[src/rtl/ram_arb_pkg.sv]
// Shared types and default widths for the RAM access arbiter.
package ram_arb_pkg;

    localparam int unsigned RAM_ARB_NREQ       = 2;
    localparam int unsigned RAM_ARB_AW         = 16;
    localparam int unsigned RAM_ARB_DW         = 16;
    localparam int unsigned RAM_ARB_ADDR_LIMIT = 16;

    typedef enum logic [1:0] {
        IDLE   = 2'd0,
        ACCESS = 2'd1,
        RESP   = 2'd2
    } arb_state_t;

    // Width of a requester index; never zero so single-bit ports stay legal.
    function automatic int unsigned idx_w(input int unsigned n);
        return (n > 1) ? $clog2(n) : 1;
    endfunction

endpackage

[src/rtl/ram_access_arbiter_if.sv]
// Requester-side handshake bundle plus the RAM control/data pins owned by the arbiter.
interface ram_access_arbiter_if
    import ram_arb_pkg::*;
#(
    parameter int unsigned NREQ = RAM_ARB_NREQ,
    parameter int unsigned AW   = RAM_ARB_AW,
    parameter int unsigned DW   = RAM_ARB_DW
);

    logic [NREQ-1:0]    req;
    logic [NREQ-1:0]    we;
    logic [NREQ*AW-1:0] addr;
    logic [NREQ*DW-1:0] wdata;
    logic [NREQ-1:0]    ack;
    logic               err;
    logic [DW-1:0]      rdata;

    logic               ram_write_enable;
    logic               ram_read;
    logic [AW-1:0]      ram_access_address;
    logic [DW-1:0]      ram_write_data;
    logic [DW-1:0]      ram_data_out;

    modport slave (
        input  req, we, addr, wdata, ram_data_out,
        output ack, err, rdata,
        output ram_write_enable, ram_read, ram_access_address, ram_write_data
    );

    modport master (
        output req, we, addr, wdata, ram_data_out,
        input  ack, err, rdata,
        input  ram_write_enable, ram_read, ram_access_address, ram_write_data
    );

endinterface

[src/rtl/ram_arb_pick.sv]
// Combinational winner selection: round-robin from i_ptr when RAM_ARB_RR_EN is
// defined, otherwise fixed priority with the lowest index winning.
module ram_arb_pick
    import ram_arb_pkg::*;
#(
    parameter  int unsigned NREQ = RAM_ARB_NREQ,
    localparam int unsigned IW   = idx_w(NREQ)
) (
    input  logic [NREQ-1:0] i_req,
`ifdef RAM_ARB_RR_EN
    input  logic [IW-1:0]   i_ptr,
`endif
    output logic [NREQ-1:0] o_grant_c,
    output logic [IW-1:0]   o_idx_c,
    output logic            o_valid_c
);

`ifdef RAM_ARB_RR_EN
    int unsigned w_pos;

    // Walk the request vector starting at the pointer, wrapping at NREQ.
    always_comb begin
        o_grant_c = '0;
        o_idx_c   = '0;
        o_valid_c = 1'b0;
        w_pos     = 0;
        for (int unsigned k = 0; k < NREQ; k++) begin
            w_pos = (32'(i_ptr) + k) % NREQ;
            if (!o_valid_c && i_req[IW'(w_pos)]) begin
                o_valid_c             = 1'b1;
                o_grant_c[IW'(w_pos)] = 1'b1;
                o_idx_c               = IW'(w_pos);
            end
        end
    end
`else
    always_comb begin
        o_grant_c = '0;
        o_idx_c   = '0;
        o_valid_c = 1'b0;
        for (int unsigned k = 0; k < NREQ; k++) begin
            if (!o_valid_c && i_req[IW'(k)]) begin
                o_valid_c         = 1'b1;
                o_grant_c[IW'(k)] = 1'b1;
                o_idx_c           = IW'(k);
            end
        end
    end
`endif

endmodule

[src/rtl/ram_access_arbiter.sv]
// Serialises NREQ requesters onto one single-port RAM with range checking.
// Build option: RAM_ARB_RR_EN selects round-robin instead of fixed priority.
module ram_access_arbiter
    import ram_arb_pkg::*;
#(
    parameter int unsigned NREQ       = RAM_ARB_NREQ,
    parameter int unsigned AW         = RAM_ARB_AW,
    parameter int unsigned DW         = RAM_ARB_DW,
    parameter int unsigned ADDR_LIMIT = RAM_ARB_ADDR_LIMIT
) (
    input  logic                 clk,
    input  logic                 reset,
    ram_access_arbiter_if.slave  bus
);

    localparam int unsigned    IW    = idx_w(NREQ);
    localparam logic [AW:0]    LIMIT = (AW+1)'(ADDR_LIMIT);

    arb_state_t       r_state;
    arb_state_t       w_state_nxt;

    logic [NREQ-1:0]  r_grant;
    logic             r_we;
    logic             r_oor;

    logic [NREQ-1:0]  r_ack;
    logic             r_err;
    logic [DW-1:0]    r_rdata;
    logic             r_ram_we;
    logic             r_ram_rd;
    logic [AW-1:0]    r_ram_addr;
    logic [DW-1:0]    r_ram_wdata;

    logic [NREQ-1:0]  w_grant;
    logic [IW-1:0]    w_idx;
    logic             w_valid;
    logic             w_sel_we;
    logic [AW-1:0]    w_sel_addr;
    logic [DW-1:0]    w_sel_wdata;
    logic             w_sel_oor;

    logic             w_latch;
    logic             w_cap_rd;
    logic [NREQ-1:0]  w_ack_nxt;
    logic             w_err_nxt;
    logic             w_ram_we_nxt;
    logic             w_ram_rd_nxt;
    logic [AW-1:0]    w_ram_addr_nxt;
    logic [DW-1:0]    w_ram_wdata_nxt;

`ifdef RAM_ARB_RR_EN
    logic [IW-1:0]    r_ptr;

    ram_arb_pick #(.NREQ(NREQ)) u_pick (
        .i_req     (bus.req),
        .i_ptr     (r_ptr),
        .o_grant_c (w_grant),
        .o_idx_c   (w_idx),
        .o_valid_c (w_valid)
    );

    // Next search starts just past the last winner; only moves on an IDLE grant.
    always_ff @(posedge clk) begin
        if (reset) begin
            r_ptr <= '0;
        end else if (r_state == IDLE && w_valid) begin
            r_ptr <= (w_idx == IW'(NREQ - 1)) ? '0 : w_idx + IW'(1);
        end
    end
`else
    ram_arb_pick #(.NREQ(NREQ)) u_pick (
        .i_req     (bus.req),
        .o_grant_c (w_grant),
        .o_idx_c   (w_idx),
        .o_valid_c (w_valid)
    );
`endif

    assign w_sel_we    = bus.we[w_idx];
    assign w_sel_addr  = bus.addr[32'(w_idx)*AW +: AW];
    assign w_sel_wdata = bus.wdata[32'(w_idx)*DW +: DW];
    assign w_sel_oor   = ({1'b0, w_sel_addr} >= LIMIT);

    always_ff @(posedge clk) begin
        if (reset) begin
            r_state <= IDLE;
        end else begin
            r_state <= w_state_nxt;
        end
    end

    // RAM pins are registered on entry to ACCESS so they are live for exactly that cycle.
    always_comb begin
        w_state_nxt     = r_state;
        w_latch         = 1'b0;
        w_cap_rd        = 1'b0;
        w_ack_nxt       = '0;
        w_err_nxt       = 1'b0;
        w_ram_we_nxt    = 1'b0;
        w_ram_rd_nxt    = 1'b0;
        w_ram_addr_nxt  = '0;
        w_ram_wdata_nxt = '0;
        case (r_state)
            IDLE: begin
                if (w_valid) begin
                    w_state_nxt = ACCESS;
                    w_latch     = 1'b1;
                    if (!w_sel_oor) begin
                        w_ram_we_nxt   = w_sel_we;
                        w_ram_rd_nxt   = !w_sel_we;
                        w_ram_addr_nxt = w_sel_addr;
                        if (w_sel_we) begin
                            w_ram_wdata_nxt = w_sel_wdata;
                        end
                    end
                end
            end
            ACCESS: begin
                w_state_nxt = RESP;
                w_cap_rd    = !r_oor && !r_we;
                w_ack_nxt   = r_grant;
                w_err_nxt   = r_oor;
            end
            RESP: begin
                w_state_nxt = IDLE;
            end
            default: begin
                w_state_nxt = IDLE;
            end
        endcase
    end

    always_ff @(posedge clk) begin
        if (reset) begin
            r_grant     <= '0;
            r_we        <= 1'b0;
            r_oor       <= 1'b0;
            r_ack       <= '0;
            r_err       <= 1'b0;
            r_rdata     <= '0;
            r_ram_we    <= 1'b0;
            r_ram_rd    <= 1'b0;
            r_ram_addr  <= '0;
            r_ram_wdata <= '0;
        end else begin
            if (w_latch) begin
                r_grant <= w_grant;
                r_we    <= w_sel_we;
                r_oor   <= w_sel_oor;
            end
            if (w_cap_rd) begin
                r_rdata <= bus.ram_data_out;
            end
            r_ack       <= w_ack_nxt;
            r_err       <= w_err_nxt;
            r_ram_we    <= w_ram_we_nxt;
            r_ram_rd    <= w_ram_rd_nxt;
            r_ram_addr  <= w_ram_addr_nxt;
            r_ram_wdata <= w_ram_wdata_nxt;
        end
    end

    assign bus.ack                = r_ack;
    assign bus.err                = r_err;
    assign bus.rdata              = r_rdata;
    assign bus.ram_write_enable   = r_ram_we;
    assign bus.ram_read           = r_ram_rd;
    assign bus.ram_access_address = r_ram_addr;
    assign bus.ram_write_data     = r_ram_wdata;

endmodule

[src/flat_wrapper.sv]
// flat-port wrapper written by rule: the top's interface ports become plain ports
module ram_access_arbiter_flat import ram_arb_pkg::*;
#(
    parameter int unsigned NREQ       = RAM_ARB_NREQ,
    parameter int unsigned AW         = RAM_ARB_AW,
    parameter int unsigned DW         = RAM_ARB_DW,
    parameter int unsigned ADDR_LIMIT = RAM_ARB_ADDR_LIMIT
)
  (clk, reset, bus_req, bus_we, bus_addr, bus_wdata, bus_ram_data_out, bus_ack, bus_err, bus_rdata, bus_ram_write_enable, bus_ram_read, bus_ram_access_address, bus_ram_write_data);
  ram_access_arbiter_if #(.NREQ(NREQ), .AW(AW), .DW(DW)) bus_i ();
  input  logic clk;
  input  logic reset;
  input wire logic [$bits(bus_i.req)-1:0] bus_req;
  input wire logic [$bits(bus_i.we)-1:0] bus_we;
  input wire logic [$bits(bus_i.addr)-1:0] bus_addr;
  input wire logic [$bits(bus_i.wdata)-1:0] bus_wdata;
  input wire logic [$bits(bus_i.ram_data_out)-1:0] bus_ram_data_out;
  output wire logic [$bits(bus_i.ack)-1:0] bus_ack;
  output wire logic [$bits(bus_i.err)-1:0] bus_err;
  output wire logic [$bits(bus_i.rdata)-1:0] bus_rdata;
  output wire logic [$bits(bus_i.ram_write_enable)-1:0] bus_ram_write_enable;
  output wire logic [$bits(bus_i.ram_read)-1:0] bus_ram_read;
  output wire logic [$bits(bus_i.ram_access_address)-1:0] bus_ram_access_address;
  output wire logic [$bits(bus_i.ram_write_data)-1:0] bus_ram_write_data;
  assign bus_i.req = bus_req;
  assign bus_i.we = bus_we;
  assign bus_i.addr = bus_addr;
  assign bus_i.wdata = bus_wdata;
  assign bus_i.ram_data_out = bus_ram_data_out;
  assign bus_ack = bus_i.ack;
  assign bus_err = bus_i.err;
  assign bus_rdata = bus_i.rdata;
  assign bus_ram_write_enable = bus_i.ram_write_enable;
  assign bus_ram_read = bus_i.ram_read;
  assign bus_ram_access_address = bus_i.ram_access_address;
  assign bus_ram_write_data = bus_i.ram_write_data;
  ram_access_arbiter #(.NREQ(NREQ), .AW(AW), .DW(DW), .ADDR_LIMIT(ADDR_LIMIT)) u_core (.clk(clk), .reset(reset), .bus(bus_i));
endmodule
[config.mk]
export PLATFORM = sky130hd
export DESIGN_NAME = ram_access_arbiter_flat
export DESIGN_NICKNAME = d
export VERILOG_FILES = /design/src/rtl/ram_arb_pkg.sv /design/src/rtl/ram_access_arbiter_if.sv /design/src/rtl/ram_arb_pick.sv /design/src/rtl/ram_access_arbiter.sv /design/src/flat_wrapper.sv
export SDC_FILE = /design/constraint.sdc
export NUM_CORES = 1
export LEC_CHECK = 0
export CAP_MARGIN = 20
export CORE_MARGIN = 2
export CORE_UTILIZATION = 25
export CTS_BUF_LIST = sky130_fd_sc_hd__clkbuf_8 sky130_fd_sc_hd__clkbuf_16
export DETAILED_ROUTE_END_ITERATION = 6
export PLACE_DENSITY = 0.68
export SKIP_LAST_GASP = 1
export SLEW_MARGIN = 20
export SYNTH_ARGS = -nofsm -noshare
export SYNTH_HDL_FRONTEND = slang
export SYNTH_SLANG_ARGS = --single-unit
[constraint.sdc]
create_clock -name clk -period 1.9 [get_ports clk]
set_input_delay 0.57 -clock clk [delete_from_list [all_inputs] [get_ports clk]]
set_output_delay 0.57 -clock clk [all_outputs]
set_load 0.005 [all_outputs]
==> impl_results.md <==
* Num rows at 35
* # hold bufs at CTS at 0
* Max-cap check violation count at 0
* DP Cell Count at 455
* CTS sink cnt at 59
* Crit-path max FO at 23
* Root Buffer: clkbuf_8
* Count leader, synth: dfxtp_1
* GRT Total Usage at 13.24%
* Initial core utilization at 25.48%
* Vias at 2027
* Post-place setup slack at -449.6 ps
* Critical R2R Launch: u_core.r_state[1]
* Syn Inst Count at 196
* Cell Chain, Critical Path: clkdlybuf4s50_1 -> nor4_4 -> nand4_2 -> buf_12 -> a2111oi_1
* Pwr Density at 697.3 mW/mm2
* CORE AREA at 0.009109 mm2
* Clk pin slew, worst setup/hold paths at 60 ps
* Die W at 100.4 um
* Reg2Reg Depth at 3
* CP max-delay cell: clkdlybuf4s50_1
* # nets final at 443
* Critical path launch point type: input pin
* Worst min path class: reg -> reg
* Pin count of the biggest net entering global routing at 24
* Filler cells at 859
* Final slew viol count at 0
* TritonRoute pass-1 iters at 4
* Fmax at 0.5547 GHz
* IO buf count at 138
* IR drop worst, VDD at 0.0003754 V
* CTS tree: done
* Final Skew at 4.249 ps
* Max clock buf depth at 2
* N_diodes at 0
* Clock Latency Late Sink at 330 ps
* Start point of the worst hold path: u_core.bus.rdata[2]
* LEAKAGE at 1.591 nW
* Post-DP HPWL at 4855 um
* Avg WL per Cell at 13.42 um
* FFs w/ async S/R, synth at 0%
* RD Place Congestion at 0.6572
* Post-synth top flop: dfxtp_1
* Final hold slack at 451.6 ps
* First-pass GRT wire length at 10350 um
* Final worst slack at 97.33 ps
* Worst-margin pin slew at 549.6 ps
* Cell taking the most area after synthesis: dfxtp_1
* IO Count at 139
* Antenna violation net count after detailed routing at 0
* Hold depth at 2
* EDFF count, synth at 0
* Reg2Reg Capture Point: u_core.bus.rdata[10]
* Sequential area share after synthesis at 50.89%
* Largest delay contributor family on the critical path: buffers and inverters
* H-tree depth at 3
* Area of the mapped netlist at 0.002321 mm2
* Yosys top cell area share at 50.89%
* Outcome: complete, no violations
* Hold Vio Cnt, Final at 0
* Synth warn at 0
* Starting DRC count in detailed routing at 25
* Vias per inst at 4.294
* Initial antenna violation count at 0
* RSZ-0062 raised after global routing: true
* Critical path capture point type: register
* WS Path Type: in -> reg
* Min cycle time layout at 1803 ps
* Crit share post-route at 94.88%
* Largest cells by area after synthesis: dfxtp_1, mux2i_1, a2111oi_2, nand2_1, a21oi_1
* Netlist cell types at 30
* Most common library cells after synthesis: dfxtp_1, nand2_1, a21oi_1, mux2i_1, a2111oi_2
* Final wirelength at 6333 um
* Worst path max stage delay at 450 ps
* Arrival time at the worst endpoint at 2020 ps
* #FFs+latches synth at 59
* Drt drc at 0
* Critical Path RT at 2110 ps
* Vias in the first global route at 2136
* Syn avg cell area at 11.84 um2
* CTS buffer count at 9
* Layout cells sized above 1 at 16.90%
* Max-slew headroom at 63.36%
* Buffers & Inverters on Critical Path at 2
* # setup viols final at 0
* Overflow after GRT at 0
* R2r setup slk at 320 ps
* Hold EP: u_core.bus.rdata[2]
* Die ar. at 0.01007 mm2
* P&R area growth vs syn at 79.51%
* DIE HEIGHT at 100.4 um
* Layout Cells excl Fill at 472
## cells by family after synthesis
kind of cell / Yosys count / share of synthesized area [%]
flops: 59 / 50.89
compound gates: 46 / 17.74
other cells: 1 / 0.1616
mux: 22 / 10.08
buf+inv: 16 / 5.283
simple gates: 52 / 15.85
## layout by cell type (no fill, tap or decap), drive strengths merged, types with 2 or more instances in the layout
cell type and n:
nand2b 2, clkbuf 11, conb 12, mux2i 21, inv 3, a211oi 7, dfxtp 59, buf 16
and2 3, nor4 6, a2111oi 16, a21oi 20, nand2 33, clkdlybuf4s50 138
## worst max path at each step
stage	from	endpoint	slack (ps)	depth (start not counted)
after floorplan	bus_addr[5]	u_core.bus.ram_write_data[10]	250	4
after global placement	bus_req[0]	u_core.r_we	-420	4
after detailed placement	bus_req[0]	u_core.r_we	-450	4
after CTS	bus_req[0]	u_core.bus.ram_write_data[9]	60	6
after global routing	bus_addr[5]	u_core.bus.ram_write_data[1]	-30	5
final	bus_addr[5]	u_core.bus.ram_write_data[0]	100	5
## repair_timing
item | CTS | global route
pin swaps | 0 | 0
setup endpoints to repair | 8 | 6
cloned | 0 | 0
setup buffers | 2 | 0
gates resized for setup | 0 | 5
## routing by layer
metal	wire length, um	track usage (%)	share of wire (%)
met4	142	5.479	2.2
met2	3169	22.51	50
met1	2455	14.43	39
met3	565	5.710	8.9
met5	0	0	0
## worst register-to-register path, cell delays in order (launching register included)
cell and delay, ps:
dfxtp_1 370, or4b_1 830, nand2_1 180, a21oi_1 80
## sequential cells by signal (all words and copies together), names as in the netlist
| name | cells |
|---|---|
| u_core.r_we | 1 |
| u_core.r_state | 2 |
| u_core.bus.ram_access_address | 16 |
| u_core.bus.err | 1 |
| u_core.bus.ram_read | 1 |
| u_core.bus.ram_write_enable | 1 |
| u_core.bus.ram_write_data | 16 |
| u_core.r_grant | 2 |
| u_core.bus.rdata | 16 |
| u_core.bus.ack | 2 |
| u_core.r_oor | 1 |
## power by group
group / switching, mW / internal, mW
registers: 0.0253 / 1.28
logic: 0.180 / 0.302
clock network: 0.456 / 0.658
total: 0.661 / 2.24
## per-stage QoR
| step | utilization, % | TNS (ps) | area (um2) | power, mW |
|---|---|---|---|---|
| after CTS | 45.34 | 0 | 4130 | 2.952 |
| after global placement | 42.91 | -6942 | 3909 | 1.796 |
| after detailed placement | 42.91 | -7583 | 3909 | 1.807 |
| after floorplan | - | 0 | 2362 | 1.510 |
| final | 45.74 | 0 | 4167 | 2.905 |
| after global routing | 45.74 | -53.77 | 4167 | 3.054 |
## layout make-up
cell class / count / area, um2 / area share [%]
timing repair buffer: 154 / 1551 / 37.24
inverter: 1 / 3.754 / 0.09009
multi-input combinational: 132 / 1097 / 26.34
clock inverter: 4 / 42.54 / 1.021
sequential: 59 / 1181 / 28.35
tap: 111 / 138.9 / 3.333
clock buffer: 11 / 151.4 / 3.634
Note: power is estimated with default switching activity, not from simulation.
